**config.mk**
```make
export PLATFORM = sky130hd
export DESIGN_NAME = prescaler_bank
export DESIGN_NICKNAME = d
export VERILOG_FILES = /design/src/rtl/prescaler_bank.sv
export SDC_FILE = /design/constraint.sdc
export NUM_CORES = 1
export LEC_CHECK = 0
export ABC_CLOCK_PERIOD_IN_PS = 2200
export CORE_MARGIN = 1
export CORE_UTILIZATION = 45
export CTS_BUF_LIST = sky130_fd_sc_hd__clkbuf_4
export DETAILED_ROUTE_END_ITERATION = 12
export GPL_TIMING_DRIVEN = 0
export HOLD_SLACK_MARGIN = 0.1
export PLACE_DENSITY = 0.69
export RECOVER_POWER = 50
export SYNTH_ARGS = -nofsm -noshare
export SYNTH_HDL_FRONTEND = slang
export SYNTH_SLANG_ARGS = --single-unit
```
**constraint.sdc**
```tcl
create_clock -name clk -period 2.2 [get_ports clk]
set_input_delay 0.44 -clock clk [delete_from_list [all_inputs] [get_ports clk]]
set_output_delay 0.44 -clock clk [all_outputs]
set_load 0.1 [all_outputs]
```
**src/rtl/prescaler_bank.sv**
```systemverilog
// Bank of independent programmable prescalers with shadowed divisors and one-shot support.
// Optional divided-clock outputs are enabled by defining PRESCALER_BANK_CLKOUT_EN.
module prescaler_bank #(
  parameter int CHANNELS      = 4,
  parameter int WIDTH         = 32,
  parameter int INITIAL_VALUE = 1
) (
  input  logic                                              clk,
  input  logic                                              arst,
  input  logic [CHANNELS-1:0]                               en,
  input  logic [CHANNELS-1:0]                               mode,
  input  logic [CHANNELS-1:0]                               restart,
  input  logic                                              wr_en,
  input  logic [((CHANNELS > 1) ? $clog2(CHANNELS) : 1)-1:0] wr_ch,
  input  logic [WIDTH-1:0]                                  wr_value,
  output logic [CHANNELS-1:0]                               tick,
  output logic [CHANNELS-1:0]                               armed
`ifdef PRESCALER_BANK_CLKOUT_EN
  ,
  output logic [CHANNELS-1:0]                               clk_out
`endif
);

  localparam int CH_W = (CHANNELS > 1) ? $clog2(CHANNELS) : 1;
  localparam logic [WIDTH-1:0] INIT = WIDTH'(INITIAL_VALUE);

  logic [WIDTH-1:0]    count_q  [CHANNELS];
  logic [WIDTH-1:0]    count_d  [CHANNELS];
  logic [WIDTH-1:0]    value_q  [CHANNELS];
  logic [WIDTH-1:0]    value_d  [CHANNELS];
  logic [WIDTH-1:0]    shadow_q [CHANNELS];
  logic [WIDTH-1:0]    shadow_d [CHANNELS];
  logic [WIDTH-1:0]    next_value [CHANNELS];
  logic [CHANNELS-1:0] tick_q, tick_d;
  logic [CHANNELS-1:0] armed_q, armed_d;
  logic [CHANNELS-1:0] wr_hit;
`ifdef PRESCALER_BANK_CLKOUT_EN
  logic [CHANNELS-1:0] clk_out_q, clk_out_d;
`endif

  always_comb begin
    for (int i = 0; i < CHANNELS; i++) begin
      count_d[i]  = count_q[i];
      value_d[i]  = value_q[i];
      shadow_d[i] = shadow_q[i];
      tick_d[i]   = 1'b0;
      armed_d[i]  = armed_q[i];
      // Channel numbers beyond CHANNELS never match, so such writes are dropped.
      wr_hit[i]     = wr_en && (wr_ch == CH_W'(i));
      next_value[i] = wr_hit[i] ? wr_value : shadow_q[i];
      if (wr_hit[i]) shadow_d[i] = wr_value;

      if (restart[i]) begin
        count_d[i] = '0;
        value_d[i] = next_value[i];
        armed_d[i] = 1'b1;
      end else if (en[i] && armed_q[i]) begin
        if (count_q[i] == value_q[i]) begin
          count_d[i] = '0;
          tick_d[i]  = 1'b1;
          value_d[i] = next_value[i];
          if (mode[i]) armed_d[i] = 1'b0;
        end else begin
          count_d[i] = count_q[i] + WIDTH'(1);
        end
      end
    end
  end

`ifdef PRESCALER_BANK_CLKOUT_EN
  always_comb begin
    for (int i = 0; i < CHANNELS; i++) begin
      clk_out_d[i] = clk_out_q[i];
      if (restart[i])     clk_out_d[i] = 1'b0;
      else if (tick_d[i]) clk_out_d[i] = ~clk_out_q[i];
    end
  end
`endif

  always_ff @(posedge clk or negedge arst) begin
    if (!arst) begin
      for (int i = 0; i < CHANNELS; i++) begin
        count_q[i]  <= '0;
        value_q[i]  <= INIT;
        shadow_q[i] <= INIT;
      end
      tick_q  <= '0;
      armed_q <= '1;
`ifdef PRESCALER_BANK_CLKOUT_EN
      clk_out_q <= '0;
`endif
    end else begin
      for (int i = 0; i < CHANNELS; i++) begin
        count_q[i]  <= count_d[i];
        value_q[i]  <= value_d[i];
        shadow_q[i] <= shadow_d[i];
      end
      tick_q  <= tick_d;
      armed_q <= armed_d;
`ifdef PRESCALER_BANK_CLKOUT_EN
      clk_out_q <= clk_out_d;
`endif
    end
  end

  assign tick  = tick_q;
  assign armed = armed_q;
`ifdef PRESCALER_BANK_CLKOUT_EN
  assign clk_out = clk_out_q;
`endif

endmodule

```
# [Word level (Yosys, flattened, before mapping)]
# Index checks and enable logic that the tools add are counted.
[totals] ff_bits=392 in_bits=49 elab_cells=113
[classes] addsub=4 n_eq_ne=7 mux=56 reduce_logical=29
[op_table] cell="32-bit two-way mux" n=28
[op_table] cell="32-bit by 1-bit adder with 32-bit output (second input constant)" n=4
[op_table] cell="32-bit equality test" n=4
[op_table] cell="1-bit two-way mux" n=28
[op_table] cell="2-bit nonzero test" n=12
[op_table] cell="3-bit AND reduction" n=4
[op_table] cell="1-bit logical AND" n=8
[op_table] cell="2-bit AND reduction" n=4
[op_table] cell="2-bit equality test (second input constant)" n=2
[op_table] cell="2-bit by 1-bit equality test with 1-bit output (second input constant)" n=1
[op_table] cell="2-bit logical NOT" n=1

# [Logic depth before layout (Yosys ltp)]
# Gate-level depths: netlist of the first run.
[depth] word_depth=6 mapped_depth=9 mapped_depth_nobuf=6

# [Least setup slack after synthesis of the first run]
# No wires, ideal clock.
[synth_timing] kind="register to register" startpoint="register armed_q[1], in the netlist armed[1]" endpoint="register count_q[88] (netlist name)" t_arrival_ns=2.514 slack_ns=-0.392 stages_incl_launch_ff=7 n_path_buf=1 period_less_slack_ns=2.592 cell_sequence="dfstp_2 and2_1 o2111ai_2 or4_1 buf_2 or3_1 a21oi_1"
[synth_via] elab_chain_len=2
[synth_rtl] element="from (decl)" line_no="35" text="logic [CHANNELS-1:0] armed_q, armed_d;"
[synth_rtl] element="from (signal assigned)" line_no="99" text="armed_q <= armed_d;"
[synth_rtl] element="1-bit logical AND" line_no="57" text="end else if (en[i] && armed_q[i]) begin"
[synth_rtl] element="2-bit nonzero test (no line)"
[synth_rtl] element="to (signal, indexed assignment)" line_no="94" text="count_q[i] <= count_d[i];"
[synth_rtl] element="to (decl)" line_no="27" text="logic [WIDTH-1:0] count_q [CHANNELS];"
# No other way between the ends.
# A chain may end at the register's enable or synchronous reset.

# [Worst setup path after layout of the first run]
[layout_timing] startpoint="register count_q[54] (netlist name)" endpoint="register value_q[62] (netlist name)"
[layout_via] elab_chain_len=3
[layout_rtl] element="32-bit equality test" line_no="58" text="if (count_q[i] == value_q[i]) begin"
[layout_rtl] element="2-bit nonzero test (no line)"
[layout_rtl] element="2-bit AND reduction (no line)"
[layout_rtl] element="to (signal, indexed assignment)" line_no="95" text="value_q[i] <= value_d[i];"
[layout_rtl] element="to (decl)" line_no="29" text="logic [WIDTH-1:0] value_q [CHANNELS];"
# No other way between the ends.

==> out/qor.txt, run 1 <==
Initial Util: 0.458
Setup Crit Path Kind: reg2reg
Post-synth EDFFs: 0
Register area share after synthesis: 0.552
CP Max Fanout: 8
Clock root cell: clkbuf_4
VDD IR max: 482 uV
Most frequent cells in the layout: 352 x dfrtp_1, 163 x xor2_1, 163 x clkbuf_4
Flops & latches, synth: 392
Worst setup EP type: flop
Fraction of layout instances using a drive strength above 1: 0.354
Tot Pwr: 18.6 mW
CP Launch Type: flop
Netlist cell types: 47
Number of nets in the layout: 1,760
Most common cell after layout, fill and taps aside: dfrtp_1
DR pass1 iterations: 6
Leak: 10.1 nW
Ys flop type: dfrtp_1
TritonCTS clock tree: yes
Cells after Synth: 1,465
GRT Overall Usage: 0.226
Filler cells: 3,026
WP data arrival: 3.12 ns
DRT Wirelength: 45.9 mm
Final ANT Viol Nets: 0
YS warnings: 0
Die outline height: 201 um
Io pins: 57
Cell Pwr Density: 814 nW/um^2
HPWL Detailed: 28.4 mm
Hold WC Path Type: in2async
RSZ-0062 raised after global routing: yes
Top delay family on crit path: simple AND/OR/NAND/NOR gates
Final instance area: 22,900 um^2
First-pass GRT wire length: 71.8 mm
Fmax: 406 MHz
Total die area: 40,400 um^2
Slew HR: 0.246
Fin util: 0.589
GR Overflow Total: 0
Skew-Pair Late Insertion Delay: 0.78 ns
Status: finished with violations
Hold Fails Final Rpt: 0
Initial antenna violation count: 8
DR DRC count: 0
Req. time, crit path: 2.86 ns
Period minus WS final: 2.46 ns
Vias in the first global route: 13,100
Total CTS buffers: 101
1st-iter DRT viols: 803
Failing checks: setup timing
Synthesized Nets: 1,518
Total number of vias: 12,500
Core Region: 38,800 um^2
GP Congestion: 0.873
H-tree depth: 3
Clock sinks: 392
Mean Syn Cell Area: 12.2 um^2
Actual slew at the worst max-slew pin: 1.13 ns
Final Slew Violations: 0
Core Rows: 72
Area growth, synth to finish: 28.5%
Routed vias/inst: 5.42
Setup ws final: -0.261 ns
Die X: 201 um
WL per Instance: 19.9 um
Final TNS setup: -29.69 ns
Dpl cell area: 19,200 um^2
Finish-stage setup viols: 205
Final Cycle Share: 1.12
Max_cap viols: 0
Final clock skew: 0.0429 ns
Async SR Flop Fraction: 1.00
Worst path cell trace: xor2_1, nor4_2, nand4_1, buf_4, o31ai_4, buf_6, buf_8, mux2_4
Clk buf depth: 3
Post-Syn Area: 17,800 um^2
Largest net degree at the start of global routing: 130
Critical Path Max Stage Delay: 0.44 ns
IO buf count: 55
WP buf/inv: 3
Flip-flop and latch area: 9870 um^2
Slowest CP cell: nor4_2
Multi-input gate area: 8660 um^2
Clock slew at reported path FFs: 0.06 ns
[per-stage QoR]
step                hold WS (ns)  cells  setup slack [ns]
finish                     0.162   2313            -0.261
global route               0.141   2308            -0.299
CTS                        0.107   2291            -0.186
detailed placement         0.369   2041            -0.762
global placement           0.475   2038            -16.24
floorplan                  0.144   1465            -0.211
[final timing paths]
path | start | to | slack [ns] | depth (start not counted)
setup / recovery | count_q[54] | value_q[62] | -0.26 | 8
hold / removal | arst | count_q[111] | 0.16 | 2
setup reg to reg | count_q[54] | value_q[62] | -0.26 | 8
hold reg to reg | shadow_q[76] | shadow_q[76] | 0.49 | 1
max in group asynchronous | arst | count_q[86] | 0.05 | 4
min in group clk | mode[3] | armed[3] | 0.25 | 4
[area by class of cell]
class | count | area share
flip-flops and latches | 392 | 0.432
multi-input cells | 990 | 0.379
repair buffers | 157 | 0.0774
clock buffers | 163 | 0.0535
well taps | 518 | 0.0283
plain buffers | 42 | 0.0171
clock inverters | 21 | 0.00832
inverters | 23 | 0.00378
diodes | 7 | 0.000766
[where the power goes]
group | total, mW | switching (mW) | internal (mW)
clock | 6.80 | 3.00 | 3.80
sequential | 8.92 | 0.670 | 8.25
combinational | 2.90 | 1.27 | 1.63
total | 18.6 | 4.94 | 13.7
[logic make-up after synthesis]
| family | Yosys count | synth area share |
|---|---|---|
| flip-flops | 392 | 0.552 |
| XOR/XNOR | 219 | 0.108 |
| adder cells (fa/ha/maj) | 4 | 0.00281 |
| multiplexers | 259 | 0.164 |
| AO/OA/AOI/OAI | 93 | 0.0331 |
| AND/OR/NAND/NOR | 415 | 0.119 |
| buffers and inverters | 83 | 0.0215 |
[sequential cells by signal, summed over array words and instances, names as in the netlist]
name,flops
count_q,128
shadow_q,128
value_q,128
armed,4
tick,4
[worst register-to-register path, stage by stage, from the launching register on]
cell     delay (ns)
dfrtp_2        0.42
xor2_1         0.17
nor4_2         0.44
nand4_1        0.17
buf_4          0.19
o31ai_4        0.31
buf_6          0.19
buf_8          0.15
mux2_4         0.30
[what timing repair did]
item,4_1_cts,5_1_grt
hold buffers,2,0
buffers inserted,60,27
pin swaps,34,65
gates cloned,13,5
hold endpoints to repair,140,0
resized for setup,262,167
setup endpoints to repair,248,237
[cells in the mapped netlist (all sizes together), types with 2 or more instances]
cell type / n / area share
or4: 6 / 0.0027
o21ai: 27 / 0.0076
nor4: 56 / 0.020
dfrtp: 380 / 0.53
dfstp: 12 / 0.018
buf: 33 / 0.011
nor2: 115 / 0.024
nand2: 69 / 0.015
a21oi: 37 / 0.011
mux2: 257 / 0.16
and3: 13 / 0.0046
clkbuf: 27 / 0.0057
nor3b: 3 / 0.0013
or2: 3 / 0.0011
o22ai: 4 / 0.0014
o2111ai: 4 / 0.0023
and4: 11 / 0.0054
nand4: 41 / 0.014
nor4b: 2 / 0.00098
nor3: 26 / 0.0076
o211ai: 7 / 0.0030
nand3b: 2 / 0.00084
nand3: 41 / 0.012
o31ai: 12 / 0.0074
ha: 4 / 0.0028
mux2i: 2 / 0.0011
or3: 19 / 0.0070
xor2: 168 / 0.083
and2: 6 / 0.0021
inv: 23 / 0.0048
xnor2: 51 / 0.025
[layer usage]
| layer | track usage | vias up | wire length [um] |
|---|---|---|---|
| met2 | 0.354 | 321 | 22300 |
| met4 | 0.0744 | 0 | 868 |
| met5 | 0 | - | 0 |
| met1 | 0.315 | 6445 | 20600 |
| met3 | 0.0446 | 71 | 2170 |
| li1 | - | 5699 | - |
No activity file was read; power rests on OpenSTA's default activity.
==> run 2, diff against run 1 <==
--- a/config.mk
+++ b/config.mk
@@ -12,8 +12,7 @@
 export DETAILED_ROUTE_END_ITERATION = 12
 export GPL_TIMING_DRIVEN = 0
 export HOLD_SLACK_MARGIN = 0.1
-export PLACE_DENSITY = 0.69
-export RECOVER_POWER = 50
+export PLACE_DENSITY = 0.68
 export SYNTH_ARGS = -nofsm -noshare
 export SYNTH_HDL_FRONTEND = slang
 export SYNTH_SLANG_ARGS = --single-unit
==> out/qor.txt, run 2 (synthesized netlist as in run 1, its figures left out) <==
Final Cycle Share: 1.12 (-0.00156)
WL per Instance: 20.3 um (+2.1%)
H-tree depth: 3 (unchanged)
Worst setup EP type: flop
Fmax: 407 MHz (+0.14%)
Clock sinks: 392 (unchanged)
TritonCTS clock tree: yes
Slowest CP cell: dfrtp_1
Worst path cell trace: xor2_1, nor4_1, nand4_1, o31ai_4, buf_12, buf_12, buf_12, mux2_4
WP buf/inv: 3 (unchanged)
Vias in the first global route: 13,300 (+1.9%)
Logic pwr share: 0.172 (+0.016)
Fraction of layout instances using a drive strength above 1: 0.422 (+0.0684)
Hold WC Path Type: in2async
GR Overflow Total: 0 (unchanged)
RSZ-0062 raised after global routing: yes
Die X: 201 um (unchanged)
HPWL Detailed: 28.8 mm (+1.4%)
DR DRC count: 0 (unchanged)
Top Registers: count_q x128, shadow_q x128, value_q x128
Initial antenna violation count: 6 (-2)
Sequential cell fraction of total power: 0.485 (+0.006)
Core Rows: 72 (unchanged)
Final ANT Viol Nets: 0 (unchanged)
Area growth, synth to finish: 32.1%
Critical Path Max Stage Delay: 0.45 ns (about the same)
GRT Overall Usage: 0.231 (+0.00484)
CP Max Fanout: 6 (-2)
Number of nets in the layout: 1,804 (+2.5%)
Req. time, crit path: 2.84 ns (-0.02 ns)
Flip-flop and latch area: 9880 um^2 (about the same)
Final Slew Violations: 0 (unchanged)
Slew HR: 0.534 (+0.287)
Most used cell, CP: buf_12
Switching Share: 0.271 (+0.00579)
Die outline height: 201 um (unchanged)
Multi-input gate area: 8890 um^2 (+2.6%)
Largest net degree at the start of global routing: 118 (-9.2%)
Fin cells: 2,344 (+1.3%)
Clock slew at reported path FFs: 0.06 ns (about the same)
Filler cells: 2,970 (-1.9%)
P_int: 13.4 mW (-1.9%)
Failing checks: setup timing
Routed vias/inst: 5.48 (+1.1%)
Total number of vias: 12,800 (+2.5%)
Most common cell after layout, fill and taps aside: dfrtp_1
Total CTS buffers: 102 (+0.99%)
IO buf count: 55 (unchanged)
GP Congestion: 0.863 (-1.1%)
Io pins: 57 (unchanged)
DRT Wirelength: 47.5 mm (+3.4%)
Layer with the highest usage: met2
Total die area: 40,400 um^2 (unchanged)
Setup ws final: -0.257 ns (+0.00343 ns)
Status: finished with violations
Max_cap viols: 0 (unchanged)
Most frequent cells in the layout: 350 x dfrtp_1, 159 x xor2_1, 152 x clkbuf_4
1st-iter DRT viols: 816 (+1.6%)
Hold Fails Final Rpt: 0 (unchanged)
Initial Util: 0.458 (unchanged)
Clk pwr share: 0.344 (-0.021)
Core Region: 38,800 um^2 (unchanged)
VDD IR max: 501 uV (+4.0%)
Skew-Pair Late Insertion Delay: 0.78 ns (about the same)
DR pass1 iterations: 5 (-1)
Actual slew at the worst max-slew pin: 0.694 ns (-0.436 ns)
Final TNS setup: -27.01 ns (+2.68 ns)
Sw power: 4.98 mW (+0.99%)
GR Util met3: 0.0393 (-0.00536)
Setup Crit Path Kind: reg2reg
First-pass GRT wire length: 73.2 mm (+1.9%)
Top delay family on crit path: simple AND/OR/NAND/NOR gates
Fin util: 0.606 (+0.0169)
CP Launch Type: flop
Dpl cells: 2,042 (+0.049%)
Finish-stage setup viols: 216 (+5.4%)
Clock root cell: clkbuf_4
Grt met2 use: 0.376 (+0.0213)
Grt met1 use: 0.316 (+0.000920)
WP data arrival: 3.10 ns (-0.02 ns)
Leak: 10.3 nW (+2.3%)
Final clock skew: 0.0350 ns (-0.00785 ns)
Period minus WS final: 2.46 ns (-0.00343 ns)
Cell Pwr Density: 782 nW/um^2 (-3.9%)
Clk buf depth: 3 (unchanged)
[run 2: layout make-up]
| class | instances | area share |
|---|---|---|
| repair buffers | 199 | 0.0993 |
| diodes | 3 | 0.000319 |
| plain buffers | 42 | 0.0165 |
| multi-input cells | 991 | 0.378 |
| well taps | 518 | 0.0276 |
| inverters | 23 | 0.00367 |
| clock buffers | 152 | 0.0485 |
| flip-flops and latches | 392 | 0.420 |
| clock inverters | 24 | 0.00612 |
[run 2: final timing paths]
path	slack, ns	startpoint	endpoint	depth (start not counted)
worst max-delay path	-0.26	count_q[13]	value_q[13]	8
worst min-delay path	0.19	arst	shadow_q[84]	3
worst max register to register	-0.26	count_q[13]	value_q[13]	8
worst min register to register	0.50	shadow_q[84]	shadow_q[84]	1
max in group asynchronous	0.71	arst	shadow_q[0]	5
min in group clk	0.28	mode[2]	armed[2]	4
[run 2: per-stage QoR]
step	cell area [um^2]	power [mW]	worst slack, ns	hold slack (ns)
final	23500	18.4	-0.257	0.194
after global routing	23500	19.2	-0.335	0.170
after CTS	22300	18.2	-0.223	0.133
after detailed placement	19200	11.2	-0.743	0.302
after global placement	19100	11.1	-16.32	0.473
after floorplan	17900	10.3	-0.211	0.144
[run 2: power by group through the flow]
| stage | sequential, mW | combinational, mW | clock (mW) |
|---|---|---|---|
| 4_1_cts | 8.88 | 2.84 | 6.47 |
| 2_1_floorplan | 8.74 | 1.56 | 0 |
| 5_1_grt | 9.01 | 3.37 | 6.84 |
| 3_5_place_dp | 9.00 | 2.21 | 0 |
| 3_3_place_gp | 8.99 | 2.13 | 0 |
| 6_report | 8.92 | 3.16 | 6.32 |
[run 2: worst reg2reg max path: cells and delay by family (launching register included)]
family                 cells  cell delay, ns
AO/OA/AOI/OAI              1            0.31
XOR/XNOR                   1            0.19
buffers and inverters      3            0.40
flip-flops                 1            0.45
multiplexers               1            0.30
AND/OR/NAND/NOR            2            0.68
[run 2: repair_timing]
| action | CTS | global route |
|---|---|---|
| hold buffers | 3 | 0 |
| gates resized for setup | 265 | 236 |
| setup endpoints to repair | 248 | 244 |
| cloned | 14 | 9 |
| hold endpoints to repair | 137 | 0 |
| pin swaps | 41 | 83 |
| setup buffers | 71 | 56 |
[run 2: per-layer routing]
metal / vias to the layer above / part of all wire / wire length (um)
met5: - / 0 / 0
met1: 6660 / 0.44 / 20800
li1: 5783 / - / -
met3: 84 / 0.045 / 2130
met2: 321 / 0.50 / 23700
met4: 0 / 0.020 / 932
==> run 3, diff against run 2 <==
--- a/config.mk
+++ b/config.mk
@@ -13,6 +13,7 @@
 export GPL_TIMING_DRIVEN = 0
 export HOLD_SLACK_MARGIN = 0.1
 export PLACE_DENSITY = 0.68
+export REMOVE_ABC_BUFFERS = 1
 export SYNTH_ARGS = -nofsm -noshare
 export SYNTH_HDL_FRONTEND = slang
 export SYNTH_SLANG_ARGS = --single-unit
==> out/qor.txt, run 3 (synthesized netlist as in run 1, its figures left out) <==
H-tree depth: 3 (unchanged)
Actual slew at the worst max-slew pin: 0.942 ns (+0.248 ns)
Final ANT Viol Nets: 0 (unchanged)
Filler cells: 3,019 (+1.6%)
Die outline height: 201 um (unchanged)
Initial antenna violation count: 4 (-2)
1st-iter DRT viols: 790 (-3.2%)
Clock sinks: 392 (unchanged)
First-pass GRT wire length: 71.9 mm (-1.7%)
HPWL Detailed: 26.6 mm (-7.5%)
RSZ-0062 raised after global routing: yes
Dpl cell area: 19,100 um^2 (-0.25%)
Worst path cell trace: xor2_1, nor4_2, nand4_1, buf_6, o31ai_4, clkbuf_16, buf_12, buf_16, mux2_2
Leak: 10.2 nW (-1.0%)
GRT Overall Usage: 0.227 (-0.00381)
Hold WC Path Type: in2async
Critical Path Max Stage Delay: 0.39 ns (-0.06 ns)
Max_cap viols: 0 (unchanged)
Most frequent cells in the layout: 351 x dfrtp_1, 165 x xor2_1, 146 x clkbuf_4
Routed vias/inst: 5.42 (-1.1%)
Failing checks: setup timing
Number of nets in the layout: 1,773 (-1.7%)
Initial Util: 0.458 (unchanged)
DRT Wirelength: 45.4 mm (-4.4%)
Worst setup EP type: flop
R2R setup slack: -0.22 ns (+0.04 ns)
Fraction of layout instances using a drive strength above 1: 0.395 (-0.0274)
Slew HR: 0.370 (-0.164)
Die X: 201 um (unchanged)
Vias in the first global route: 13,000 (-2.6%)
Final Cycle Share: 1.10 (-0.0177)
Slowest CP cell: dfrtp_1
Area growth, synth to finish: 28.9%
Core Rows: 72 (unchanged)
Top delay family on crit path: buffers and inverters
Most common cell after layout, fill and taps aside: dfrtp_1
Finish-stage setup viols: 189 (-13%)
Final clock skew: 0.0354 ns (+0.000402 ns)
Setup ws final: -0.218 ns (+0.0389 ns)
DR DRC count: 0 (unchanged)
Skew-Pair Late Insertion Delay: 0.77 ns (about the same)
Clock root cell: clkbuf_4
Fmax: 414 MHz (+1.6%)
Io pins: 57 (unchanged)
Setup Crit Path Kind: reg2reg
DP Worst Slack: -1.20 ns (-0.459 ns)
Period minus WS final: 2.42 ns (-0.0389 ns)
Cell Pwr Density: 786 nW/um^2 (+0.53%)
Total number of vias: 12,600 (-2.2%)
TritonCTS clock tree: yes
WL per Instance: 19.6 um (-3.3%)
DR pass1 iterations: 5 (unchanged)
Critical R2R Launch: count_q[123]
Top Registers: count_q x128, shadow_q x128, value_q x128
Multi-input gate area: 8520 um^2 (-4.2%)
WP buf/inv: 4 (+1)
CP Launch Type: flop
Clk buf depth: 3 (unchanged)
Hold slack: 0.288 ns (+0.0950 ns)
IO buf count: 56 (+1.8%)
R2R cell count: 9 (+1)
RR Endpoint: value_q[123]
Final TNS setup: -19.22 ns (+7.79 ns)
Clock slew at reported path FFs: 0.07 ns (about the same)
Core Region: 38,800 um^2 (unchanged)
CP Max Fanout: 4 (-2)
Largest net degree at the start of global routing: 119 (+0.85%)
Status: finished with violations
GP Congestion: 0.867 (+0.45%)
VDD IR max: 353 uV (-30%)
Req. time, crit path: 2.85 ns (about the same)
GR Overflow Total: 0 (unchanged)
Hold Fails Final Rpt: 0 (unchanged)
Total CTS buffers: 99 (-2.9%)
Final instance area: 22,900 um^2 (-2.5%)
Total die area: 40,400 um^2 (unchanged)
Flip-flop and latch area: 9860 um^2 (-0.16%)
Final Slew Violations: 0 (unchanged)
WP data arrival: 3.06 ns (-0.04 ns)
## run 3: cell count changes in the layout (fill, tap and decap cells not counted), moves of 5 or more
cell / before / now
buf_4: 78 / 73
nor2_4: 35 / 5
clkbuf_1: 16 / 0
clkbuf_4: 152 / 146
clkbuf_16: 8 / 2
buf_6: 27 / 33
nor4_4: 8 / 3
xor2_1: 159 / 165
nor2_2: 29 / 22
xor2_2: 9 / 3
nor2_1: 51 / 88
or3_4: 6 / 1
## run 3: repair_timing
item / 4_1_cts / 5_1_grt
endpoints found under the setup margin: 258 / 238
gates resized for setup: 274 / 99
cloned: 15 / 0
hold endpoints to repair: 93 / 0
setup buffers: 97 / 40
pin swaps: 54 / 38
hold buffers: 1 / 0
## run 3: metrics by stage
stage           util  std cells  total power, mW
3_5_place_dp   0.493       1999             11.2
3_3_place_gp   0.482       1979             11.0
5_1_grt        0.591       2315             19.0
4_1_cts        0.582       2288             18.1
2_1_floorplan      -       1405             10.3
6_report       0.591       2317             18.0
## run 3: per-layer routing
| layer | vias up | GRT usage | part of all wire |
|---|---|---|---|
| met5 | - | 0 | 0 |
| met1 | 6341 | 0.311 | 0.45 |
| met2 | 394 | 0.349 | 0.46 |
| li1 | 5745 | - | - |
| met4 | 0 | 0.101 | 0.032 |
| met3 | 79 | 0.0463 | 0.057 |
## run 3: worst max path at each step
stage	from	to	slack, ns	depth (start not counted)
CTS	count_q[126]	value_q[123]	-0.22	8
detailed placement	count_q[123]	value_q[117]	-1.20	7
global placement	arst	tick[0]	-16.35	1
finish	count_q[123]	value_q[123]	-0.22	9
global route	count_q[97]	value_q[117]	-0.30	9
floorplan	count_q[34]	value_q[32]	-3.43	5
## run 3: final cells by class
cell class,instances,share of cell area
sequential,392,0.430
multi-input combinational,992,0.371
timing repair buffer,212,0.111
clock buffer,146,0.0478
tap,518,0.0283
clock inverter,30,0.00736
inverter,23,0.00376
antenna,4,0.000436
## run 3: report_power, final
part | internal, mW | switching, mW | total, mW | leakage, nW
clock | 3.26 | 2.93 | 6.19 | 0.759
sequential | 8.25 | 0.596 | 8.85 | 4.86
combinational | 1.76 | 1.25 | 3.01 | 4.57
## run 3: worst register-to-register path, delay by kind of cell (launching register included)
kind            cells  cell delay (ns)
mux                 1             0.32
flops               1             0.39
xor+xnor            1             0.17
buf+inv             4             0.60
compound gates      1             0.31
simple gates        2             0.51
